--- src/rtl/cd_host_regs.sv ---
// CD-block host register window (A-bus CS2, AA[25:16]=0x189): HIRQ, HIRQMASK,
// CR1-CR4, plus the command/response handshake with the CD back-end.
module cd_host_regs (
  input  logic        CLK,
  input  logic        RST,
  input  logic        CE_R,
  input  logic [25:0] AA,
  input  logic [15:0] ADI,
  output logic [15:0] ADO,
  input  logic        ACS2_N,
  input  logic        ARD_N,
  input  logic        AWRU_N,
  input  logic        AWRL_N,
  output logic        AWAIT_N,
  output logic        AIRQ_N,
  output logic        CMD_VALID,
  output logic [63:0] CMD,
  input  logic        CMD_ACK,
  input  logic        RSP_VALID,
  input  logic [63:0] RSP,
  input  logic [15:0] HIRQ_SET
);

  typedef enum logic [1:0] {ST_IDLE, ST_ISSUE, ST_WAIT_RSP} state_t;

  state_t      state_q, state_d;
  logic [15:0] hirq_q, hirq_d, mask_q;
  logic [15:0] cmd_cr_q [4];
  logic [15:0] rsp_cr_q [4];
  logic        ard_q, awru_q, awrl_q;

  logic        hit, rd_start, wu_start, wl_start, wr_start;
  logic        sel_hirq, sel_mask, cr_hit;
  logic [1:0]  cr_idx;
  logic [15:0] rd_data;
  logic        cr_wr_ok, cmd_issue, cmok_set;
  logic        unused_aa0;

  assign unused_aa0 = AA[0];

  function automatic logic [15:0] lane_merge(input logic [15:0] old_v,
                                             input logic [15:0] new_v,
                                             input logic up, input logic lo);
    return {up ? new_v[15:8] : old_v[15:8], lo ? new_v[7:0] : old_v[7:0]};
  endfunction

  // An access starts only on the falling edge of a strobe, as seen on CE_R cycles.
  assign hit      = !ACS2_N && (AA[25:16] == 10'h189);
  assign rd_start = hit && !ARD_N  && ard_q;
  assign wu_start = hit && !AWRU_N && awru_q;
  assign wl_start = hit && !AWRL_N && awrl_q;
  assign wr_start = wu_start || wl_start;

  assign sel_hirq = (AA[15:1] == 15'h0004);
  assign sel_mask = (AA[15:1] == 15'h0006);

  always_comb begin
    cr_hit = 1'b0;
    cr_idx = '0;
    case (AA[15:1])
      15'h000C: begin cr_hit = 1'b1; cr_idx = 2'd0; end
      15'h000E: begin cr_hit = 1'b1; cr_idx = 2'd1; end
      15'h0010: begin cr_hit = 1'b1; cr_idx = 2'd2; end
      15'h0012: begin cr_hit = 1'b1; cr_idx = 2'd3; end
      default:  ;
    endcase
  end

  always_comb begin
    rd_data = '0;
    if (sel_hirq)      rd_data = hirq_q;
    else if (sel_mask) rd_data = mask_q;
    else if (cr_hit)   rd_data = rsp_cr_q[cr_idx];
  end

  assign cr_wr_ok  = wr_start && cr_hit && (state_q == ST_IDLE);
  assign cmd_issue = cr_wr_ok && (cr_idx == 2'd3);
  assign cmok_set  = (state_q == ST_WAIT_RSP) && RSP_VALID;

  // Priority: host clear, then CMOK clear/set, then back-end set requests win.
  always_comb begin
    hirq_d = hirq_q;
    if (wr_start && sel_hirq)
      hirq_d = lane_merge(hirq_q, hirq_q & ADI, wu_start, wl_start);
    if (cmd_issue) hirq_d[0] = 1'b0;
    if (cmok_set)  hirq_d[0] = 1'b1;
    hirq_d = hirq_d | HIRQ_SET;
  end

  always_comb begin
    state_d   = state_q;
    CMD_VALID = 1'b0;
    case (state_q)
      ST_IDLE:     if (cmd_issue) state_d = ST_ISSUE;
      ST_ISSUE: begin
        CMD_VALID = 1'b1;
        if (CMD_ACK) state_d = ST_WAIT_RSP;
      end
      ST_WAIT_RSP: if (RSP_VALID) state_d = ST_IDLE;
      default:     state_d = ST_IDLE;
    endcase
  end

  always_ff @(posedge CLK or posedge RST) begin
    if (RST)       state_q <= ST_IDLE;
    else if (CE_R) state_q <= state_d;
  end

  always_ff @(posedge CLK or posedge RST) begin
    if (RST) begin
      ard_q       <= 1'b1;
      awru_q      <= 1'b1;
      awrl_q      <= 1'b1;
      hirq_q      <= '1;
      mask_q      <= '1;
      ADO         <= '0;
      AIRQ_N      <= 1'b0;
      rsp_cr_q[0] <= 16'h0043;
      rsp_cr_q[1] <= 16'h4442;
      rsp_cr_q[2] <= 16'h4C4F;
      rsp_cr_q[3] <= 16'h434B;
      for (int unsigned i = 0; i < 4; i++) cmd_cr_q[i] <= '0;
    end else if (CE_R) begin
      ard_q  <= ARD_N;
      awru_q <= AWRU_N;
      awrl_q <= AWRL_N;
      hirq_q <= hirq_d;
      AIRQ_N <= ~|(hirq_q & mask_q);
      if (rd_start) ADO <= rd_data;
      if (wr_start && sel_mask)
        mask_q <= lane_merge(mask_q, ADI, wu_start, wl_start);
      if (cr_wr_ok)
        cmd_cr_q[cr_idx] <= lane_merge(cmd_cr_q[cr_idx], ADI, wu_start, wl_start);
      if (RSP_VALID) begin
        rsp_cr_q[0] <= RSP[63:48];
        rsp_cr_q[1] <= RSP[47:32];
        rsp_cr_q[2] <= RSP[31:16];
        rsp_cr_q[3] <= RSP[15:0];
      end
    end
  end

  assign AWAIT_N = !(CE_R && !RST && (rd_start || wr_start));
  assign CMD     = {cmd_cr_q[0], cmd_cr_q[1], cmd_cr_q[2], cmd_cr_q[3]};

endmodule

--- config.mk ---
export PLATFORM = sky130hd
export DESIGN_NAME = cd_host_regs
export DESIGN_NICKNAME = d
export VERILOG_FILES = /design/src/rtl/cd_host_regs.sv
export SDC_FILE = /design/constraint.sdc
export NUM_CORES = 1
export LEC_CHECK = 0
export ABC_AREA = 1
export BUFFER_PORTS_ARGS = -buffer_cell sky130_fd_sc_hd__buf_2
export CELL_PAD_IN_SITES_DETAIL_PLACEMENT = 2
export CELL_PAD_IN_SITES_GLOBAL_PLACEMENT = 2
export CORE_ASPECT_RATIO = 0.8
export CORE_MARGIN = 2
export CORE_UTILIZATION = 31
export DETAILED_ROUTE_END_ITERATION = 8
export PLACE_DENSITY_LB_ADDON = 0.1
export SYNTH_ARGS = -nofsm -noshare
export SYNTH_HDL_FRONTEND = slang
export SYNTH_SLANG_ARGS = --single-unit
--- constraint.sdc ---
create_clock -name CLK -period 7.1 [get_ports CLK]
set_input_delay 1.42 -clock CLK [delete_from_list [all_inputs] [get_ports CLK]]
set_output_delay 1.42 -clock CLK [all_outputs]
set_load 0.01 [all_outputs]
-- Word-level counts from Yosys, hierarchy flattened
Cells that the tools add are included.
- register bits: 182
- input bits: 131
- output and inout port bits: 83
- logic and storage cells: 96
- $lt $le $gt $ge: 2
- equality and inequality tests: 13
- mux-type cells: 26
- bitwise gates (word level): 4
- reductions and logical operators: 34
- operator list (operator ; count):
    16-bit 2-to-1 mux ; 9
    16-bit binary-select mux with 2-bit select ; 2
    64-bit bitwise mux ; 1
    16-bit bitwise AND ; 2
    16-bit demux with 2-bit select ; 1
    8-bit 2-to-1 mux ; 4
    15-bit by 3-bit == test with 1-bit output, second input constant ; 2
    15-bit by 4-bit == test with 1-bit output, second input constant ; 2
    15-bit by 5-bit == test with 1-bit output, second input constant ; 2
    1-bit logical AND ; 16
    16-bit bitwise OR ; 1
    16-bit OR reduction ; 1
    2-bit case mux with 3 select lines ; 2
    10-bit by 9-bit == test with 1-bit output, second input constant ; 1
    1-bit zero test ; 7
    2-bit 2-to-1 mux ; 3
    2-bit inequality test, second input constant ; 3
    2-bit AND reduction ; 3
    3-bit AND reduction ; 2
    2-bit == test, second input constant ; 2
    1-bit 2-to-1 mux ; 4
    4-bit AND reduction ; 1
    4-bit OR reduction ; 1
    3-bit >= comparator, second input constant ; 1
    other kinds (5) ; 6

-- Logic depth before layout (Yosys ltp)
- depth after elaboration: 11
- gate-level depth with buffers: 14
- gate-level depth less buffers: 12

-- Least setup slack after synthesis
Ideal clock, no wire load.
- kind: input -> output
- start: input port RST
- end: output port AWAIT_N
- data arrival time: 5.753 ns
- required time: 5.680 ns
- setup slack: -0.073 ns
- cell stages on the path: 2
- path through: inv_1 -> o211ai_1
- word-level cells in the longest chain between the ends: 4
- ends and longest elaborated chain (what ; RTL line ; source):
    start: declaration ; 5 ; input logic RST,
    1-bit zero test ; 143 ; assign AWAIT_N = !(CE_R && !RST && (rd_start || wr_start));
    1-bit logical AND (2 in a row) ; 143 ;
    1-bit zero test ; 143 ;
    end: declaration ; 14 ; output logic AWAIT_N,
Every way passes these cells.

-- Worst setup path after layout
- start: input port AA[14]
- end: register cmd_cr_q, in the netlist CMD[46]
- word-level cells in the longest chain between the ends: 8
- ends and longest elaborated chain (what ; RTL line ; source):
    start: declaration ; 7 ; input logic [25:0] AA,
    15-bit by 5-bit == test with 1-bit output / 15-bit by 4-bit == test with 1-bit output (equally long branches) ; 60 ; case (AA[15:1])
    2-bit case mux with 3 select lines ; 60 ;
    2-bit NOT with 3-bit output (not written as such) ; 133 ; cmd_cr_q[cr_idx] <= lane_merge(cmd_cr_q[cr_idx], ADI, wu_start, wl_start);
    3-bit >= comparator (not written as such), or another cell as far along ; 133 ;
    1-bit logical AND (not written as such) / 16-bit 2-to-1 mux (equally long branches) ; 133 ;
    16-bit 2-to-1 mux (not written as such) ; 133 ;
    16-bit demux with 2-bit select / 8-bit 2-to-1 mux (equally long branches) ; 133, 44 ;
    64-bit bitwise mux ; 133 ;
    end signal: indexed assignment ; 133 ;
    end: declaration ; 28 ; logic [15:0] cmd_cr_q [4];
Several ways; a longest one is shown, not always the timed one. The select of a mux whose other input is x is not followed.
A chain may end at the register's enable or synchronous reset.

==> flow_metrics.env <==
export IMPL_max_cap_violations=0
export IMPL_worstPathMaxFanout=31
export IMPL_clock_sinks=182
export IMPL_wl_per_cell_um=20.96
export IMPL_grt_pass1_wl_mm=53.22
export IMPL_finalNetCount=1416
export IMPL_cts_buffer_depth=2
export IMPL_period_needed_ns=4.333
export IMPL_dpl_worst_slack_ns=2.221
export IMPL_ys_flop_type="dfrtp_1"
export IMPL_clk_pin_slew_ns=0.07
export IMPL_setup_tns_ns=0
export IMPL_ys_ff_latch=182
export IMPL_drc=0
export IMPL_initial_core_util_pct=31.33
export IMPL_yosys_top_cells_area="dfrtp_1 34%, dfstp_2 16%, nand2_1 16%"
export IMPL_hold_path_endpoint="ADO[4]$_DFFE_PP0P_"
export IMPL_cts_tree="built"
export IMPL_ir_worst_vdd_mv=0.1816
export IMPL_synth_cell_type_count=36
export IMPL_stdcell_area_um2=11050
export IMPL_io_pins=214
export IMPL_grt_use_total_pct=23.29
export IMPL_die_area_um2=30850
export IMPL_syn_nets=1227
export IMPL_first_iter_violations=397
export IMPL_finalHoldViolCount=0
export IMPL_diodes=0
export IMPL_outcome="complete, no violations"
export IMPL_max_slew_margin_pct=27.78
export IMPL_static_leakage_power_nw=5.868
export IMPL_gp_congestion=0.7629
export IMPL_reg2reg_slack_ns=4.29
export IMPL_ff_latch_area_um2=4626
export IMPL_critPathTopFamily="simple AND/OR/NAND/NOR gates"
export IMPL_synth_common_cells="384 x nand2_1, 125 x dfrtp_1, 116 x nand3_1, 73 x nor2_1, 64 x mux2_2"
export IMPL_grt_max_degree=65
export IMPL_slowest_stage="nand3_1"
export IMPL_cts_resized=0
export IMPL_dieHeight_um=157.5
export IMPL_cp_common_cell="nand2_1"
export IMPL_clock_fmax_ghz=0.2308
export IMPL_hp_start="ADO[4]$_DFFE_PP0P_"
export IMPL_dieWidth_um=195.9
export IMPL_cts_root_buffer="clkbuf_16"
export IMPL_worst_slew_pin_slew_ns=1.077
export IMPL_finalWirelength_mm=35.12
export IMPL_ant_nets=0
export IMPL_nFillCells=3370
export IMPL_num_vias=8330
export IMPL_placed_area_um2=10480
export IMPL_hold_path_depth=2
export IMPL_netlist_area_leader_share_pct=34.26
export IMPL_yosysWarnings=0
export IMPL_synthCells=1096
export IMPL_cts_buffers=17
export IMPL_setup_ws_ns=2.767
export IMPL_synth_avg_cell_area_um2=8.331
export IMPL_async_flop_share_pct=100.0
export IMPL_numPortBuffers=212
export IMPL_htreeDepth=4
export IMPL_hp_class="reg -> reg"
export IMPL_synth_top_area_cell="dfrtp_1"
export IMPL_avgViaCountPerCell=4.973
export IMPL_hpwl_mm=25.38
export IMPL_whs_ns=0.4791
export IMPL_worstSetupPathType="in -> reg"
export IMPL_area_growth_pct=21.01
export IMPL_drive_above_1_share_pct=31.66
export IMPL_multiInputGateArea_um2=3993
export IMPL_rsz0062_at_grt="no"
export IMPL_cp_arrival_ns=4.61
export IMPL_layout_worst_path_cycle_share_pct=61.03
export IMPL_overflow=0
export IMPL_post_cts_buffers=0
export IMPL_skew_ns=0.01377
export IMPL_synth_most_common_cell="nand2_1"
export IMPL_crit_chain="buf_2, nor2_1, nand2_1, nor2_4, nand2_2, inv_2, nand3_1, nand2_1, o21ai_1"
export IMPL_finalMaxSlewViolations=0
export IMPL_ys_seq_area_share_pct=50.66
export IMPL_p_per_area_nw_per_um2=204.6
export IMPL_clk_latency_ns=0.45
export IMPL_hold_buffers=0
export IMPL_critPathCaptureType="flop"
export IMPL_netlist_area_um2=9131
export IMPL_crit_path_max_incr_delay_ns=0.92
export IMPL_antenna_found_initial=0
export IMPL_synth_edf_count=0
export IMPL_core_um2=29150
export IMPL_setup_viol=0
export IMPL_critPathBufInv=2
export IMPL_rr_endpoint="CMD[46]$_DFFE_PP0P_"
export IMPL_first_pass_iters=6
export IMPL_first_global_vias=8645
export IMPL_r2r_cells=9
export IMPL_critical_path_required_ns=7.38
export IMPL_rows=56
export IMPL_reg2reg_from="awru_q$_DFFE_PP1P_"
export IMPL_startpoint_type="input port"
## registers in the layout, indices dropped and copies added (netlist names), 2 cells and up
| signal | flops |
|---|---|
| CMD | 64 |
| hirq_q | 16 |
| ADO | 16 |
| state_q | 2 |
| rsp_cr_q | 64 |
| mask_q | 16 |
## metal layers
metal	track usage [%]	wire, um	vias up
met3	3.214	1278	18
met5	0	0	-
met4	4.221	280	0
met1	35.58	18080	4215
met2	35.16	15480	172
li1	-	-	3925
## worst register-to-register path, cell delays in order (launching register included)
cell	delay, ns
dfstp_2	0.53
inv_1	0.05
nor2_1	0.11
nand3_2	0.32
nand2_1	0.26
nand2_2	0.14
clkinv_1	0.11
nand3_1	0.75
nand2_1	0.28
o21ai_1	0.10
## per-stage QoR
stage / power [mW] / instances / utilization (%)
after CTS: 2.293 / 1675 / 37.91
after global placement: 1.328 / 1643 / 35.96
after global routing: 2.354 / 1675 / 37.91
after floorplan: 1.250 / 1096 / -
final: 2.261 / 1675 / 37.91
after detailed placement: 1.338 / 1643 / 35.96
## cell type report
cell class	count	area share, %
clock inverter	12	0.9965
timing repair buffer	221	10.21
inverter	69	2.378
sequential	182	41.86
tap	377	4.269
clock buffer	20	4.145
multi-input combinational	794	36.13
## layout by cell type, fill, tap and decap left out, drive strengths merged
cell type | Yosys | routed
buf | 37 | 221
mux2 | 64 | 64
nand2 | 392 | 392
a21oi | 38 | 38
o211ai | 1 | 1
or2 | 3 | 3
nor2 | 85 | 85
nor3 | 12 | 12
nand4 | 10 | 10
a22o | 3 | 3
clkbuf | 14 | 20
clkinvlp | 0 | 4
nand3 | 119 | 119
a221oi | 2 | 2
o21ai | 60 | 60
o221ai | 1 | 1
dfstp | 57 | 57
inv | 68 | 73
clkinv | 1 | 4
a311o | 1 | 1
and2 | 2 | 2
nand3b | 1 | 1
dfrtp | 125 | 125
## power by group
| part | total (mW) | switching (mW) | internal (mW) |
|---|---|---|---|
| sequential | 1.14 | 0.0302 | 1.11 |
| clock | 0.944 | 0.462 | 0.482 |
| combinational | 0.179 | 0.0947 | 0.0841 |
| total | 2.26 | 0.587 | 1.67 |
## cell families (layout without fill, tap and decap cells)
kind of cell	Yosys count	in the layout	share of synthesized area, %
flip-flops	182	182	50.66
AO/OA/AOI/OAI	106	106	6.139
buffers and inverters	120	322	5.700
multiplexers	64	64	7.893
AND/OR/NAND/NOR	624	624	29.61
## worst max-delay path by stage
stage / from / cells after the start / end / slack (ns)
after global placement: AA[12] / 9 / CMD[46]$_DFFE_PP0P_ / 2.24
after detailed placement: AA[14] / 9 / CMD[34]$_DFFE_PP0P_ / 2.22
final: AA[14] / 9 / CMD[46]$_DFFE_PP0P_ / 2.77
after CTS: AA[14] / 9 / CMD[46]$_DFFE_PP0P_ / 2.65
after floorplan: RST / 2 / AWAIT_N / 1.12
after global routing: AA[12] / 9 / CMD[46]$_DFFE_PP0P_ / 2.49
(Power assumes the default switching activity.)
